<file path="config.mk">
export PLATFORM = sky130hd
export DESIGN_NAME = alu_mem_stage
export DESIGN_NICKNAME = d
export VERILOG_FILES = /design/src/rtl/alu_mem_stage.sv
export SDC_FILE = /design/constraint.sdc
export NUM_CORES = 2
export LEC_CHECK = 0
export ABC_CLOCK_PERIOD_IN_PS = 7450
export BUFFER_PORTS_ARGS = -buffer_cell sky130_fd_sc_hd__buf_2
export CAP_MARGIN = 20
export CORE_ASPECT_RATIO = 1.75
export CORE_MARGIN = 3
export CORE_UTILIZATION = 45
export CTS_BUF_LIST = sky130_fd_sc_hd__clkbuf_4 sky130_fd_sc_hd__clkbuf_8
export CTS_CLUSTER_DIAMETER = 50
export DETAILED_ROUTE_END_ITERATION = 10
export GPL_TIMING_DRIVEN = 0
export PLACE_DENSITY = 0.67
export SYNTH_ARGS = -nofsm -noshare
export SYNTH_HDL_FRONTEND = slang
export SYNTH_SLANG_ARGS = --single-unit
</file>
<file path="constraint.sdc">
create_clock -name Clk -period 7.45 [get_ports Clk]
set_clock_uncertainty 0.05 [all_clocks]
set_input_delay 0.745 -clock Clk [delete_from_list [all_inputs] [get_ports Clk]]
set_output_delay 0.745 -clock Clk [all_outputs]
set_load 0.005 [all_outputs]
</file>
<file path="src/rtl/alu_mem_stage.sv">
// alu_mem_stage: execute/memory stage of a single-cycle LEGv8 datapath.
// The ALU control decode, the 64-bit ALU and the data-memory read path are combinational.
// The data memory is word-organised and cleared asynchronously by Reset.
module alu_mem_stage #(
  parameter int unsigned ADDR_W = 5
) (
  input  logic        Clk,
  input  logic        Reset,
  input  logic [1:0]  ALUop,
  input  logic [10:0] Opcode,
  input  logic        ALUSrc,
  input  logic [63:0] BusA,
  input  logic [63:0] BusB,
  input  logic [63:0] Imm,
  input  logic        MemoryRead,
  input  logic        MemoryWrite,
  output logic [3:0]  ALUCtrl,
  output logic [63:0] ALUResult,
  output logic        Zero,
  output logic [63:0] ReadData
);

  localparam int unsigned DATA_W = 64;
  localparam int unsigned DEPTH  = 2 ** ADDR_W;

  // main-control ALUop encodings
  localparam logic [1:0] ALUOP_ADD   = 2'b00;
  localparam logic [1:0] ALUOP_PASSB = 2'b01;
  localparam logic [1:0] ALUOP_RTYPE = 2'b10;

  // R-type opcodes, instruction[31:21]
  localparam logic [10:0] OPC_ADD = 11'b10001011000;
  localparam logic [10:0] OPC_SUB = 11'b11001011000;
  localparam logic [10:0] OPC_AND = 11'b10001010000;
  localparam logic [10:0] OPC_ORR = 11'b10101010000;

  // ALU operation codes
  localparam logic [3:0] CTRL_AND   = 4'b0000;
  localparam logic [3:0] CTRL_ORR   = 4'b0001;
  localparam logic [3:0] CTRL_ADD   = 4'b0010;
  localparam logic [3:0] CTRL_SUB   = 4'b0110;
  localparam logic [3:0] CTRL_PASSB = 4'b0111;
  localparam logic [3:0] CTRL_INV   = 4'b1111;

  logic [3:0]        alu_ctrl_c;
  logic [DATA_W-1:0] op_b_c;
  logic [DATA_W-1:0] alu_res_c;
  logic [ADDR_W-1:0] mem_idx_c;
  logic [DATA_W-1:0] mem_q [DEPTH];

  // ALU control decode from ALUop and the R-type opcode field
  always_comb begin
    alu_ctrl_c = CTRL_INV;
    unique case (ALUop)
      ALUOP_ADD:   alu_ctrl_c = CTRL_ADD;
      ALUOP_PASSB: alu_ctrl_c = CTRL_PASSB;
      ALUOP_RTYPE: begin
        unique case (Opcode)
          OPC_ADD: alu_ctrl_c = CTRL_ADD;
          OPC_SUB: alu_ctrl_c = CTRL_SUB;
          OPC_AND: alu_ctrl_c = CTRL_AND;
          OPC_ORR: alu_ctrl_c = CTRL_ORR;
          default: alu_ctrl_c = CTRL_INV;
        endcase
      end
      default:     alu_ctrl_c = CTRL_INV;
    endcase
  end

  // operand B select: immediate for loads/stores/ADDI, register otherwise
  assign op_b_c = ALUSrc ? Imm : BusB;

  // 64-bit ALU; carry and borrow wrap, unsupported codes give zero
  always_comb begin
    alu_res_c = '0;
    unique case (alu_ctrl_c)
      CTRL_AND:   alu_res_c = BusA & op_b_c;
      CTRL_ORR:   alu_res_c = BusA | op_b_c;
      CTRL_ADD:   alu_res_c = BusA + op_b_c;
      CTRL_SUB:   alu_res_c = BusA - op_b_c;
      CTRL_PASSB: alu_res_c = op_b_c;
      default:    alu_res_c = '0;
    endcase
  end

  // word index: byte offset dropped, high address bits wrap modulo depth
  assign mem_idx_c = alu_res_c[ADDR_W+2:3];

  // data memory: async clear on Reset low, word write on rising Clk
  always_ff @(posedge Clk or negedge Reset) begin
    if (!Reset) begin
      for (int i = 0; i < DEPTH; i++) begin
        mem_q[i] <= '0;
      end
    end else if (MemoryWrite) begin
      mem_q[mem_idx_c] <= BusB;
    end
  end

  assign ALUCtrl   = alu_ctrl_c;
  assign ALUResult = alu_res_c;
  assign Zero      = (alu_res_c == '0);
  // read returns the stored word with no write bypass
  assign ReadData  = MemoryRead ? mem_q[mem_idx_c] : '0;

endmodule

</file>
-- Yosys cells after proc, flatten, opt, wreduce, memory -nomap -nowiden
Index checks and enable logic that the tools add are counted.
- register bits after elaboration: 2048
- input port bits: 210
- output and inout bits: 133
- $add $sub $neg: 2
- $lt $le $gt $ge: 2
- eq/ne operators: 10
- muxes and demuxes: 11
- bitwise logic cells: 3
- reduce and logical (&&, ||, !) cells: 4
- operators with widths (cell ; count):
    $bwmux W2048 ; 1
    $bmux W64 S5 ; 1
    $demux W64 S5 ; 1
    $mux W64 ; 5
    $pmux W64 S5 ; 1
    $add A64 B64 Y64 ; 1
    $and A64 B64 Y64 ; 1
    $logic_not A64 Y1 ; 1
    $or A64 B64 Y64 ; 1
    $sub A64 B64 Y64 ; 1
    $eq A11 B11 Y1 const B ; 4
    $pmux W4 S4 ; 1
    $pmux W4 S3 ; 1
    $eq A4 B3 Y1 const B ; 2
    $ge A6 B6 Y1 const B ; 1
    $lt A6 B1 Y1 const B ; 1
    $not A5 Y6 ; 1
    $eq A4 B1 Y1 const B ; 1
    $eq A4 B2 Y1 const B ; 1
    $logic_not A4 Y1 ; 1
    $eq A2 B1 Y1 const B ; 1
    $eq A2 B2 Y1 const B ; 1
    $logic_not A2 Y1 ; 1
    $logic_and A1 B1 Y1 ; 1

-- Depth between registers and ports, before layout
- word-level depth: 11
- depth in mapped cells: 31
- mapped depth without buffers: 26

-- Worst setup path before layout
No wires, ideal clock.
- path type: in2out
- from: input port ALUSrc
- to: output port Zero
- data arrival time: 6860 ps
- required time: 6655 ps
- slack: -205 ps
- cell stages on the path: 30
- cells stage by stage: buf_6 -> buf_6 -> buf_6 -> buf_8 -> mux2i_1 -> ha_1 -> o21ai_1 -> or2_1 -> nor2_2 -> o21a_2 -> nand2_2 -> or3_1 -> or3_4 -> nor3_1 -> nand2_1 -> o21ai_0 -> xnor2_1 -> ha_1 -> clkbuf_1 -> nand4_1 -> or2_2 -> o221a_2 -> and3_1 -> a21oi_1 -> o211ai_1 -> or4_1 -> or4_1 -> nor4_1 -> nand4bb_1 -> nor4_2
- word-level cells in the longest chain between the ends: 4
- elaborated cells on any way between the ends: 7
- those cells by class: add/sub: 2; mux: 2; bitwise: 2; reduce/logical: 1
- ends and longest elaborated chain (element ; RTL line ; source):
    start: declaration ; 11 ; input logic ALUSrc,
    $mux W64 (*) ; 71 ; assign op_b_c = ALUSrc ? Imm : BusB;
    $sub A64 B64 Y64 (tied with other cells) ; 80 ; CTRL_SUB: alu_res_c = BusA - op_b_c;
    $pmux W64 S5 (*) ; 76 ; unique case (alu_ctrl_c)
    net ALUResult[57] ; 18 ; output logic [63:0] ALUResult,
    $logic_not A64 Y1 (*) ; 102 ; assign Zero = (alu_res_c == '0);
    end: declaration ; 19 ; output logic Zero,
Mark *: on every way through the listed nets, which the timed path passes. The rest lies on a longest branch.

-- Worst setup path after layout
- from: input port BusB[0]
- to: output port Zero
- word-level cells in the longest chain between the ends: 4
- elaborated cells on any way between the ends: 7
- those cells by class: add/sub: 2; mux: 2; bitwise: 2; reduce/logical: 1
- ends and longest elaborated chain (element ; RTL line ; source):
    start: declaration ; 13 ; input logic [63:0] BusB,
    $mux W64 (*) ; 71 ;
    $sub A64 B64 Y64 (tied with other cells) ; 80 ;
    $pmux W64 S5 (*) ; 76 ;
    $logic_not A64 Y1 (*) ; 102 ;
Mark *: on every way between the ends. The rest lies on a longest branch, timed or not.

==> metrics <==
status finished with violations; failing checks setup timing; NumNets Final 10997; Die X 369 microns; vias per cell between 6 and 7; leakage 54.6 nW; DIE AREA 0.236 sq mm; TritonCTS Sinks between 2000 and 2500; overall via count from detail_route 89946; clock-pin transition on the worst setup and hold timing paths around 0.070 ns; RSZ-0062 raised after global routing true; gr usage total between 40% and 50%; VDD IR-drop max approximately 0.0002 V; WL final ~500000 microns; Slew HR 16.4%; final worst-path cycle share 108%; first-pass GRT wire length a little under 700000 microns; Hold Violations, Final 0; Detailed Route Iter0 Violations roughly 10000; largest family of logic cells by synthesized area multiplexers; drt pass-1 iters 6; worst slew pin tran roughly 1.3 ns; RePlAce Congestion about 1.1; Async SR Flop Fraction 100%; Synth cell types 100; Worst EP required approximately 6.7 ns; io pins around 340; Largest register FFs around 2000; DR DRC count 0; largest reg by FF count mem_q; fmax approximately 0.12 GHz; ANT nets after route 0; WL/cell around 35 microns; Initial Util between 40% and 50%; Die Height between 600 and 700 microns; multiplexer share of the synthesized area approximately 23%; maximum clock path buffer count 4; CP arrival 7.28 ns; WHS between 0.06 and 0.07 ns; crit path launch type input port; Cell Pwr Density between 300 and 400 mW/mm^2; area grow syn2layout 15.6%; Port Buffers between 300 and 400; # H-tree levels 5; largest net degree at the start of global routing ~180; Largest regs mem_q: 2048 flops; Max Cap Violations 0; share of cells above drive strength 1 about a third; vias in the first global route 90226; Synth Area in XOR/XNOR less than 1%; initial antenna violation count 64; Root Driver clkbuf_8; min-delay worst type input port to flop; Skew-Pair Late Insertion Delay 1.01 ns; syn avg cell area 10.5 sq um; Num CTS Buffers 302; post-synthesis compound-gate area fraction under 10%; synth warn 0; TNS Setup -1.39 ns; Worst Setup End Kind output pin; Seq/Total Area, Yosys between 40% and 50%; prevailing post-synth register cell dfrtp_1; Syn Nets 10178; grt ovf 0; cells after synthesis a little under 10000; Synth Area in Adders 0.917%; Post-Synth Simple-Gate Area around 15%; DP Wirelength between 300000 and 400000 microns; TritonCTS clock tree built; clock period minus worst slack roughly 8 ns; setup slack after layout -0.622 ns; Mapped Area around 0.10 sq mm; FF+latch count, synth between 2000 and 2500; max-slew violations 0; Post-synth EDFFs 0; Core Footprint 0.229 sq mm; Setup Crit Path Kind input port to output pin; setup violators final 11; Rows about 230; crit path max fanout 10
## area by class of cell
cell class,instances,area (sq um)
clock inverters,47,352
repair buffers,533,4600
multi-input cells,6910,49700
fillers,20843,109000
diodes,52,130
clock buffers,453,5680
flip-flops and latches,2048,51200
plain buffers,878,4110
inverters,47,183
well taps,3042,3810
## final timing paths
path | from | to | slack (ns) | depth (start not counted)
min in group asynchronous | Reset | mem_q[530]$_DFFE_PN0P_ | 0.32 | 2
worst min register to register | mem_q[1225]$_DFFE_PN0P_ | mem_q[1225]$_DFFE_PN0P_ | 0.45 | 1
worst min-delay path | BusB[45] | mem_q[2029]$_DFFE_PN0P_ | 0.07 | 2
max in group asynchronous | Reset | mem_q[1635]$_DFFE_PN0P_ | 3.59 | 6
worst max-delay path | BusB[0] | Zero | -0.62 | 27
worst max register to register | mem_q[625]$_DFFE_PN0P_ | mem_q[625]$_DFFE_PN0P_ | 6.52 | 1
## report_power, final
part | leakage, nW | internal [mW] | switching [mW]
registers | 26.9 | 14.6 | 1.88
clock network | 3.21 | 4.93 | 4.62
logic | 24.5 | 4.95 | 6.74
## what timing repair did
| action | in CTS | in global routing |
|---|---|---|
| pin swaps | 41 | 20 |
| gates resized for setup | 414 | 188 |
| endpoints found under the setup margin | 97 | 72 |
| gates cloned | 1 | 0 |
| buffers inserted | 42 | 13 |
| hold buffers | 1 | 0 |
| hold endpoints to repair | 103 | 0 |
## cell families after synthesis
logic type | Yosys count
xor gates and xnor gates | 106
AOI/OAI and AO/OA | 1155
and+or+nand+nor | 3447
buffers and inverters | 943
DFF | 2048
adders and majority gates | 77
muxes | 2125
## layout by cell type, fill, tap and decap left out, types with 112 or more instances in the layout
| cell | count |
|---|---|
| and3_1 | 242 |
| dfrtp_1 | 2048 |
| o21ai_0 | 148 |
| clkbuf_8 | 368 |
| nand2_1 | 2176 |
| buf_2 | 463 |
| nor2_1 | 112 |
| clkbuf_1 | 516 |
| a311oi_1 | 199 |
| a21oi_1 | 275 |
| clkbuf_4 | 121 |
| nand3_1 | 644 |
| clkbuf_2 | 135 |
| a31oi_1 | 155 |
| mux2_2 | 2077 |
## cells in the mapped netlist (8+ instances only)
cell type     n  area share [%]
a211oi_1     16            0.12
a21o_1       38            0.28
a21oi_1     297             1.4
a311oi_1    218             1.8
a31oi_1     155            0.94
and2_1       10           0.060
and3_1      244             1.5
buf_1        65            0.24
buf_2       110            0.53
clkbuf_1    711             2.6
dfrtp_1    2048              49
ha_1         66            0.80
inv_1        43            0.16
mux2_2     2077              23
mux2i_1      46            0.44
nand2_1    2181             7.9
nand2b_1     11           0.066
nand3_1     645             3.1
nand4_1      29            0.18
nor2_1      144            0.52
nor2b_1       8           0.048
nor3_1       46            0.22
nor3b_1      11           0.080
nor4_1       53            0.32
o2111ai_1     9           0.076
o211ai_1     15            0.11
o21a_1       35            0.25
o21ai_0     164            0.79
o21bai_1     12           0.087
o221ai_1     52            0.44
o22ai_1      15           0.091
o31a_1       45            0.38
o31ai_1       9           0.065
or2_2         8           0.048
or3_1        15           0.091
or4_1         8           0.058
xnor2_1      53            0.45
xor2_1       53            0.45
## through the flow
step | total power [mW] | setup slack [ns] | util, % | instances | cell area [sq um]
5_1_grt | 39.1 | -0.746 | 52.3 | 13964 | 120000
3_5_place_dp | 27.5 | -2.83 | 48.7 | 13405 | 112000
3_3_place_gp | 26.9 | -39.31 | 47.7 | 13282 | 109000
2_1_floorplan | 22.9 | 0.00585 | - | 9901 | 104000
4_1_cts | 37.1 | -0.501 | 52.1 | 13936 | 119000
6_report | 37.7 | -0.622 | 52.4 | 14010 | 120000
## critical path, stage by stage
cell       delay, ns
clkbuf_4        0.28
mux2i_4         0.28
buf_4           0.18
ha_4            0.15
o21ai_2         0.06
or2_1           0.24
nor2_2          0.13
o21a_2          0.20
nand2_4         0.09
nor2_4          0.21
a31oi_1         0.12
xor2_1          0.18
ha_1            0.33
buf_2           0.25
nand4_1         0.32
or2_2           0.42
a2bb2oi_1       0.20
a21oi_4         0.43
nor2_4          0.14
o2111ai_1       0.23
nand3_1         0.27
nand4b_1        0.31
or4b_4          0.58
nor4_4          0.31
nand4bb_1       0.16
nor4_2          0.23
buf_2           0.15
## metal layers
layer / routed length (microns) / up-vias / global-route usage (%)
li1: - / 36493 / -
met1: 149000 / 44823 / 40.1
met2: 224000 / 6065 / 64.8
met3: 48600 / 2529 / 12.8
met4: 66800 / 36 / 45.5
met5: 329 / - / 0.0207
No activity file was read; power rests on OpenSTA's default activity.
